[config.mk]
export PLATFORM = sky130hd
export DESIGN_NAME = fp_mult_arbiter
export DESIGN_NICKNAME = d
export VERILOG_FILES = /design/src/rtl/fp_mult_arbiter.sv
export SDC_FILE = /design/constraint.sdc
export NUM_CORES = 1
export LEC_CHECK = 0
export ABC_AREA = 0
export CORE_MARGIN = 2
export CORE_UTILIZATION = 52
export CTS_CLUSTER_DIAMETER = 120
export DETAILED_ROUTE_END_ITERATION = 7
export GPL_TIMING_DRIVEN = 0
export PLACE_DENSITY = 0.91
export SYNTH_ARGS = -nofsm -noshare
export SYNTH_HDL_FRONTEND = slang
export SYNTH_SLANG_ARGS = --single-unit
[constraint.sdc]
create_clock -name clk -period 5.8 [get_ports clk]
set_input_delay 0.58 -clock clk [delete_from_list [all_inputs] [get_ports clk]]
set_output_delay 0.58 -clock clk [all_outputs]
set_load 0.05 [all_outputs]
[src/rtl/fp_mult_arbiter.sv]
// Round-robin arbiter sharing one signed fixed-point multiplier between N_REQ requesters.
// Optional clamping on overflow (with sat_flag output) is enabled by defining FP_ARB_SAT_EN.
module fp_mult_arbiter #(
  parameter int FP_WIDTH = 16,
  parameter int FP_FRAC  = 8,
  parameter int N_REQ    = 4,
  parameter int ID_W     = 2
) (
  input  logic                      clk,
  input  logic                      rst_n,
  input  logic [N_REQ-1:0]          req_valid,
  input  logic [N_REQ*FP_WIDTH-1:0] req_a,
  input  logic [N_REQ*FP_WIDTH-1:0] req_b,
  output logic [N_REQ-1:0]          req_ready,
  output logic                      rsp_valid,
  input  logic                      rsp_ready,
  output logic [FP_WIDTH-1:0]       rsp_data,
  output logic [ID_W-1:0]           rsp_id,
  output logic                      busy
`ifdef FP_ARB_SAT_EN
  ,
  output logic                      sat_flag
`endif
);

  typedef enum logic [1:0] {
    ST_IDLE = 2'd0,
    ST_OP   = 2'd1,
    ST_RESP = 2'd2
  } state_e;

  state_e                       state_q, state_d;
  logic [ID_W-1:0]              rr_ptr_q;
  logic signed [FP_WIDTH-1:0]   a_q, b_q;
  logic [ID_W-1:0]              id_q;
  logic                         rsp_valid_q;
  logic [FP_WIDTH-1:0]          rsp_data_q;
  logic [ID_W-1:0]              rsp_id_q;

  logic                         win_found_s;
  logic [ID_W-1:0]              win_idx_s;
  logic [ID_W:0]                cand_s;
  logic [ID_W-1:0]              rr_next_s;
  logic [FP_WIDTH-1:0]          sel_a_s, sel_b_s;
  logic signed [2*FP_WIDTH-1:0] prod_s;
  logic [FP_WIDTH-1:0]          res_s;

`ifdef FP_ARB_SAT_EN
  logic sat_q;
  logic res_sat_s;

  // Returns {overflow, result}; overflow when the bits above the kept window are not a pure sign extension.
  function automatic logic [FP_WIDTH:0] sat_trunc(input logic signed [2*FP_WIDTH-1:0] p);
    logic [FP_WIDTH-FP_FRAC:0] hi;
    logic [FP_WIDTH-1:0]       lo;
    hi = p[2*FP_WIDTH-1:FP_WIDTH-1+FP_FRAC];
    lo = FP_WIDTH'(p >>> FP_FRAC);
    if ((&hi) || !(|hi)) begin
      sat_trunc = {1'b0, lo};
    end else if (p[2*FP_WIDTH-1]) begin
      sat_trunc = {1'b1, 1'b1, {(FP_WIDTH-1){1'b0}}};
    end else begin
      sat_trunc = {1'b1, 1'b0, {(FP_WIDTH-1){1'b1}}};
    end
  endfunction

  assign {res_sat_s, res_s} = sat_trunc(prod_s);
  assign sat_flag = sat_q;
`else
  assign res_s = FP_WIDTH'(prod_s >>> FP_FRAC);
`endif

  assign prod_s    = a_q * b_q;
  assign sel_a_s   = req_a[win_idx_s*FP_WIDTH +: FP_WIDTH];
  assign sel_b_s   = req_b[win_idx_s*FP_WIDTH +: FP_WIDTH];
  assign rr_next_s = (win_idx_s == ID_W'(N_REQ-1)) ? '0 : win_idx_s + 1'b1;
  assign busy      = (state_q != ST_IDLE);
  assign rsp_valid = rsp_valid_q;
  assign rsp_data  = rsp_data_q;
  assign rsp_id    = rsp_id_q;

  // Round-robin search: first valid requester at or after rr_ptr, wrapping at N_REQ-1.
  always_comb begin
    win_found_s = 1'b0;
    win_idx_s   = '0;
    cand_s      = '0;
    for (int k = 0; k < N_REQ; k++) begin
      cand_s = {1'b0, rr_ptr_q} + (ID_W+1)'(k);
      if (cand_s >= (ID_W+1)'(N_REQ)) begin
        cand_s = cand_s - (ID_W+1)'(N_REQ);
      end else begin
        cand_s = cand_s;
      end
      if (!win_found_s && req_valid[cand_s[ID_W-1:0]]) begin
        win_found_s = 1'b1;
        win_idx_s   = cand_s[ID_W-1:0];
      end else begin
        win_found_s = win_found_s;
      end
    end
  end

  // Next-state logic and the combinational grant, which is only ever given in IDLE.
  always_comb begin
    state_d   = state_q;
    req_ready = '0;
    case (state_q)
      ST_IDLE: begin
        if (win_found_s && rst_n) begin
          state_d              = ST_OP;
          req_ready[win_idx_s] = 1'b1;
        end else begin
          state_d = ST_IDLE;
        end
      end
      ST_OP:   state_d = ST_RESP;
      ST_RESP: begin
        if (rsp_ready) begin
          state_d = ST_IDLE;
        end else begin
          state_d = ST_RESP;
        end
      end
      default: state_d = ST_IDLE;
    endcase
  end

  // State, operand capture and held response registers.
  always_ff @(posedge clk or negedge rst_n) begin
    if (!rst_n) begin
      state_q     <= ST_IDLE;
      rr_ptr_q    <= '0;
      a_q         <= '0;
      b_q         <= '0;
      id_q        <= '0;
      rsp_valid_q <= 1'b0;
      rsp_data_q  <= '0;
      rsp_id_q    <= '0;
`ifdef FP_ARB_SAT_EN
      sat_q       <= 1'b0;
`endif
    end else begin
      state_q <= state_d;
      if (state_q == ST_IDLE && win_found_s) begin
        a_q      <= sel_a_s;
        b_q      <= sel_b_s;
        id_q     <= win_idx_s;
        rr_ptr_q <= rr_next_s;
      end
      if (state_q == ST_OP) begin
        rsp_valid_q <= 1'b1;
        rsp_data_q  <= res_s;
        rsp_id_q    <= id_q;
`ifdef FP_ARB_SAT_EN
        sat_q       <= res_sat_s;
`endif
      end else if (state_q == ST_RESP && rsp_ready) begin
        rsp_valid_q <= 1'b0;
      end
    end
  end

endmodule

# Yosys cells after proc, flatten, opt, wreduce, memory -nomap -nowiden
# Cells that the tools add are included.
[op_classes]
n_mux = 30
n_reduce_logical = 13
shift = 2
order_cmp = 10
n_mul = 1
n_eq_ne = 3
n_addsub = 8
[ops]
columns = ["cell", "n"]
rows = [
  ["variable part select 64 x 7 -> 16 bit", 2],
  ["multiplier 16 x 16 -> 24 bit", 1],
  ["two-way mux 2 bit", 10],
  ["less-than comparator 2 x 3 -> 1 bit (second input constant)", 5],
  ["two-way mux 1 bit", 12],
  [">= comparator 3 bit (second input constant)", 3],
  ["binary-select mux 1 bit (select 2 bit)", 4],
  ["two-way mux 4 bit", 2],
  ["subtractor 2 x 1 -> 2 bit (second input constant)", 4],
  ["logical AND 1 bit", 7],
  ["adder 2 x 2 -> 3 bit (second input constant)", 2],
  ["one-hot mux 2 bit (3 select lines)", 1],
  ["== test 2 bit (second input constant)", 2],
  ["nonzero test 2 bit", 2],
  ["adder 2 x 1 -> 3 bit (second input constant)", 1],
  [">= comparator 2 x 3 -> 1 bit (second input constant)", 1],
  ["zero test 1 bit", 3],
  ["adder 2 x 1 -> 2 bit (second input constant)", 1],
  ["demux 1 bit (select 2 bit)", 1],
  ["== test 2 x 1 -> 1 bit (second input constant)", 1],
  [">= comparator 2 x 1 -> 1 bit (second input constant)", 1],
  ["zero test 2 bit", 1],
]
[word_totals]
elab_cells = 75
reg_bits = 57
input_bits = 135
output_inout_bits = 24

# Longest topological paths before layout
# Gate-level depths: netlist of the first run.
[depth]
word_depth = 20
mapped_depth = 22
depth_no_buf = 20

# Worst setup path after synthesis of the first run
# No wires, ideal clock.
[synth_path]
path_kind = "reg-to-reg"
from = "register b_q[7]"
to = "register rsp_data_q[15] (netlist: rsp_data[15])"
synth_period_minus_slack_ns = 5.777
path_buffers = 2
required_ns = 5.718
arrival_ns = 5.695
path_slack_ns = 0.023
stages_incl_launch_ff = 21
setup_ns = 0.082
path_cell_list = "dfrtp_1 clkbuf_1 clkbuf_1 nand2_1 fa_1 inv_1 fa_1 fa_1 fa_1 fa_1 inv_1 fa_1 inv_1 ha_1 nand2_1 or2_0 a31oi_1 o2bb2ai_1 nor3_1 or4_1 a31oi_1"
[synth_via]
elab_chain_cells = 1
[synth_lines]
columns = ["item", "line_no", "source"]
rows = [
  ["start: declaration", "34", "logic signed [FP_WIDTH-1:0] a_q, b_q;"],
  ["start signal: assignment", "146", "b_q <= sel_b_s;"],
  ["multiplier 16 x 16 -> 24 bit", "73", "assign prod_s = a_q * b_q;"],
  ["end signal: assignment", "152", "rsp_data_q <= res_s;"],
  ["end: declaration", "37", "logic [FP_WIDTH-1:0] rsp_data_q;"],
]
# No other way between the ends.
# A chain may end at the register's enable or synchronous reset.

# Worst setup path in the final report of the first run
[layout_path]
from = "register a_q[14]"
to = "register rsp_data_q[15] (netlist: rsp_data[15])"
[layout_via]
elab_chain_cells = 1
[layout_lines]
columns = ["item", "line_no", "source"]
rows = [
  ["start: declaration", "34", ""],
  ["start signal: assignment", "145", "a_q <= sel_a_s;"],
  ["multiplier 16 x 16 -> 24 bit", "73", ""],
]
# No other way between the ends.

==> reports/metrics.csv, run 1 <==
metric,value,unit
outcome,"complete, but fails checks",
failing checks,negative setup slack,
RePlAce Congestion,0.967,
Final Critical Period,5820,ps
Core ar.,20200,um2
register area share after synthesis,0.133,
post-synthesis average cell area,8.86,um2
Syn Nets,1603,
Clock Pin Slew Worst Setup and Hold Paths,60,ps
Post-layout nets,1822,
Register-to-Register Path Depth,20,
max-cap violations,0,
met2 WL post-DR,17200,um
Longest Clk Path Bufs,2,
via count,9671,
setup slack after layout,-18.3,ps
synth warn,0,
estimated wirelength of the detail-placed design,25900,um
period utilization,1.00,
Fmax achieved,172,MHz
most frequent cells in the layout,"inv_1 (234), nand2_1 (189), fa_1 (174)",
antenna fix cells,0,
Critical Path Source Type,flip-flop,
"EDFF count, synth",0,
asr flop ratio synth,1.00,
Routed wire per std cell,20.5,um
fin. max-slew vios,0,
I/O Pins,159,
DR DRC count,0,
"commonest non-fill, non-tap cell in the layout",inv_1,
CTS Root Buffer Type,clkbuf_16,
Die ar.,21700,um2
worst hold path type,input pin to async pin,
CTS tree,yes,
RSZ-0062 raised after global routing,true,
CTS Sinks,57,
WL final,34900,um
crit path max fanout,8,
largest net degree at the start of global routing,44,
Site Rows,52,
Post-Synthesis Cells,1208,
worst slew pin tran,762,ps
multi-input combinational cell area,8370,um2
slew margin rel.,0.491,
post-route ant nets,0,
P&R area growth vs syn,29.9,%
Mapped Area,10700,um2
Total GRT Usage,0.316,
Die X,147,um
clk_lat worst skew,360,ps
Inserted Clock Buffers,9,
CP arrival,6100,ps
setup violators final,1,
gr ovfl total,0,
final setup TNS,-18.3,ps
WL met1,12200,um
post-synth cell types,58,
Port Buf Inserts,158,
Top Layer Used,met4,
#FFs+latches synth,57,
sequential cell area,1460,um2
"Top FF cell, synth",dfrtp_1,
layout cells sized above 1,0.132,
Initial Util,0.529,
via density per instance,5.68,
H-tree levels,3,
cts hold-fix bufs,0,
first-pass GRT wire length,52300,um
r2r setup slk,-20,ps
worst flop-to-flop path endpoint,rsp_data[15],
initial antenna violation count,0,
FILL cells,1399,
Final Hold Vio Count,0,
RR Startpoint,a_q[14],
CP Class,flip-flop to flip-flop,
endpoint class of the critical path,flip-flop,
drt pass-1 iters,8,
WP data required,6080,ps
WL met3,2930,um
number of global-route vias before repair,10200,
Layout Skew,9.03,ps
Die H,147,um
First DRT Iteration DRCs,985,
-- flip-flops by register name (all words and copies together), names as in the netlist --
name and flops:
a_q 16, b_q 16, id_q 2, rr_ptr_q 2
rsp_data 16, rsp_id 2, rsp_valid 1, state_q 2
-- critical path, cell delays in order (launching register included) --
cell and delay (ps):
dfrtp_2 480, buf_6 150, and2_1 170, fa_1 530, inv_1 50, fa_2 450, fa_2 560, inv_2 40
fa_2 460, fa_1 510, inv_1 60, fa_1 500, inv_1 70, ha_4 310, nand2_4 70, or2_4 240
a31oi_4 210, o2bb2ai_4 180, nor3_4 50, or4_1 460, a31oi_1 180
-- per-layer routing --
metal  vias up  track usage
met1      4721        0.369
li1       4171            -
met5         -            0
met2       614        0.544
met4         0        0.207
met3       165       0.0472
-- synthesized netlist by cell type (4+ instances only) --
cell / n / area share
inv_1: 240 / 0.084
nand2_1: 191 / 0.067
fa_1: 186 / 0.35
and2_1: 126 / 0.074
ha_1: 74 / 0.087
clkbuf_1: 58 / 0.020
dfrtp_1: 57 / 0.13
a211oi_1: 34 / 0.024
a21o_1: 33 / 0.023
a311oi_1: 32 / 0.026
and2_0: 27 / 0.016
xnor2_1: 21 / 0.017
o21ai_0: 16 / 0.0075
nor2_1: 14 / 0.0049
nand2b_1: 9 / 0.0053
a21oi_1: 7 / 0.0033
xor2_1: 7 / 0.0057
and3_1: 5 / 0.0029
nor3_1: 5 / 0.0023
o31ai_1: 5 / 0.0035
buf_4: 4 / 0.0028
-- kinds of logic after synthesis --
family / after synthesis / share of synthesized area
flops: 57 / 0.133
compound gates: 152 / 0.109
xor+xnor: 30 / 0.0267
fa+ha+maj: 260 / 0.435
simple gates: 401 / 0.187
buf+inv: 308 / 0.110
-- through the flow --
step	instance area (um2)	cells	utilization	hold WS (ps)	setup WS (ps)
global placement	12600	1636	0.624	459	-545
global route	13900	1702	0.687	225	-161
finish	13900	1702	0.687	192	-18.3
detailed placement	12600	1637	0.624	466	-784
floorplan	10700	1208	-	284	23.1
CTS	13400	1676	0.664	208	-49.8
-- worst max path at each step --
| stage | startpoint | endpoint | cells after the start |
|---|---|---|---|
| 3_3_place_gp | a_q[7] | rsp_data[15] | 19 |
| 2_1_floorplan | b_q[7] | rsp_data[15] | 20 |
| 6_report | a_q[14] | rsp_data[15] | 20 |
| 5_1_grt | b_q[7] | rsp_data[15] | 19 |
| 4_1_cts | a_q[13] | rsp_data[15] | 20 |
| 3_5_place_dp | b_q[7] | rsp_data[15] | 20 |
-- cell type report --
cell class	instances	area share
buffer	61	0.0329
clock buffer	9	0.0162
clock inverter	7	0.00603
inverter	242	0.0657
multi-input combinational	843	0.603
sequential	57	0.105
tap	270	0.0243
timing repair buffer	213	0.147
-- what timing repair did --
action | CTS | global route
gates resized for setup | 105 | 70
setup buffers | 27 | 27
pin swaps | 10 | 27
endpoints found under the hold margin | 0 | 0
setup endpoints to repair | 12 | 9
Power of run 1 is left out: the tool's default activity adds up to more than one toggle a clock period on the data nets, which glitch-free logic cannot reach.
==> inputs of run 2 (changes only) <==
RECOVER_POWER = 100   (was unset)
==> reports/metrics.csv, run 2 (synthesized netlist as in run 1, its figures left out) <==
metric,value,unit,change
outcome,"complete, but fails checks",,
failing checks,"max-capacitance violations, max-slew violations, negative setup slack",,
Initial Util,0.529,,unchanged
H-tree levels,3,,unchanged
period utilization,1.00,,about the same
gr ovfl total,0,,unchanged
Longest Clk Path Bufs,2,,unchanged
fin. max-slew vios,44,,+44
FILL cells,1404,,+0.36%
WL final,34900,um,about the same
final instance area,13900,um2,-0.16%
max-cap violations,1,,+1
CTS tree,yes,,
RePlAce Congestion,0.967,,unchanged
layout cells sized above 1,0.129,,-0.00279
Clock Pin Slew Worst Setup and Hold Paths,60,ps,about the same
most frequent cells in the layout,"inv_1 (234), nand2_1 (189), fa_1 (174)",,
Port Buf Inserts,158,,unchanged
Post-layout nets,1822,,unchanged
number of global-route vias before repair,10200,,unchanged
First DRT Iteration DRCs,958,,-2.7%
antenna fix cells,0,,unchanged
initial antenna violation count,0,,unchanged
setup violators final,1,,unchanged
Min Hold Slack,434,ps,+242 ps
CP arrival,6100,ps,about the same
largest net degree at the start of global routing,44,,unchanged
first-pass GRT wire length,52300,um,unchanged
Die X,147,um,unchanged
cts hold-fix bufs,0,,unchanged
clk_lat worst skew,360,ps,about the same
RSZ-0062 raised after global routing,true,,
Core ar.,20200,um2,unchanged
worst slew pin tran,2220,ps,+1460 ps
endpoint class of the critical path,flip-flop,,
worst hold path type,input pin to async pin,,
Final Hold Vio Count,0,,unchanged
Total GRT Usage,0.316,,unchanged
Site Rows,52,,unchanged
Layout Skew,10.0,ps,+1.02 ps
post-route ant nets,0,,unchanged
Setup WS pre-CTS,-784,ps,unchanged
Fmax achieved,172,MHz,about the same
CTS Root Buffer Type,clkbuf_16,,
DR DRC count,0,,unchanged
Critical Path Source Type,flip-flop,,
via density per instance,5.67,,-0.30%
placed cell areas,12600,um2,unchanged
slew margin rel.,-0.481,,-0.973
setup slack after layout,-21.5,ps,-3.25 ps
CP Class,flip-flop to flip-flop,,
"commonest non-fill, non-tap cell in the layout",inv_1,,
WP data required,6080,ps,about the same
P&R area growth vs syn,29.6,%,
estimated wirelength of the detail-placed design,25900,um,unchanged
Final Critical Period,5820,ps,+3.25 ps
Die H,147,um,unchanged
I/O Pins,159,,unchanged
Routed wire per std cell,20.5,um,about the same
Final Util,0.685,,-0.00111
drt pass-1 iters,7,,-1
crit path max fanout,5,,-3
Inserted Clock Buffers,9,,unchanged
Die ar.,21700,um2,unchanged
via count,9642,,-0.30%
CTS Sinks,57,,unchanged
==> run 2: changes by cell type in the layout (fill, tap and decap cells not counted), moves of 2 or more <==
cell             change
buf_2                -2
dlygate4sd3_1       +26
buf_4                -2
clkbuf_4             +2
clkdlybuf4s50_1     -26
clkbuf_1             +4
==> run 2: worst max-delay path: stages, from the launching register on <==
cell and delay [ps]:
dfrtp_1 410, buf_6 140, and2_1 170, fa_1 530, inv_1 60, fa_2 510
fa_2 560, inv_2 40, fa_2 460, fa_1 500, inv_1 60, fa_1 500
inv_1 70, ha_4 320, nand2_4 70, or2_4 240, a31oi_4 220, o2bb2ai_4 180
nor3_4 50, or4_1 460, a31oi_1 180
==> run 2: timing repair <==
| item | CTS | global route |
|---|---|---|
| gates resized for setup | 105 | 70 |
| setup endpoints to repair | 12 | 9 |
| hold endpoints to repair | 0 | 0 |
| pin swaps | 10 | 27 |
| buffers inserted | 27 | 27 |
==> run 2: routing by layer <==
layer,vias to the layer above,wire length (um),GRT usage
li1,4171,-,-
met1,4699,12200,0.369
met2,601,17200,0.544
met3,171,2980,0.0472
met4,0,2530,0.207
met5,-,0,0
==> run 2: final timing paths <==
path / startpoint / endpoint / slack [ps] / depth (start not counted)
max: a_q[12] / rsp_data[15] / -20 / 20
max reg2reg: a_q[12] / rsp_data[15] / -20 / 20
min in group clk: rsp_data[10] / rsp_data[10] / 470 / 2
max in group asynchronous: rst_n / b_q[11] / 2520 / 2
min reg2reg: rsp_data[10] / rsp_data[10] / 470 / 2
min: rst_n / rsp_data[2] / 430 / 1
==> run 2: through the flow <==
step,setup TNS (ps),instances
4_1_cts,-49.8,1676
2_1_floorplan,0,1208
5_1_grt,-519,1702
3_3_place_gp,-3640,1636
6_report,-21.5,1702
3_5_place_dp,-4900,1637
==> run 2: area by class of cell <==
| type | count | area, um2 | area share |
|---|---|---|---|
| Buffer | 61 | 455 | 0.0328 |
| Clock buffer | 9 | 225 | 0.0162 |
| Clock inverter | 7 | 83.8 | 0.00604 |
| Inverter | 242 | 913 | 0.0659 |
| Multi-Input combinational cell | 843 | 8370 | 0.603 |
| Sequential cell | 57 | 1460 | 0.105 |
| Tap cell | 270 | 338 | 0.0244 |
| Timing Repair Buffer | 213 | 2030 | 0.146 |
Power of run 2 is left out for the same reason.
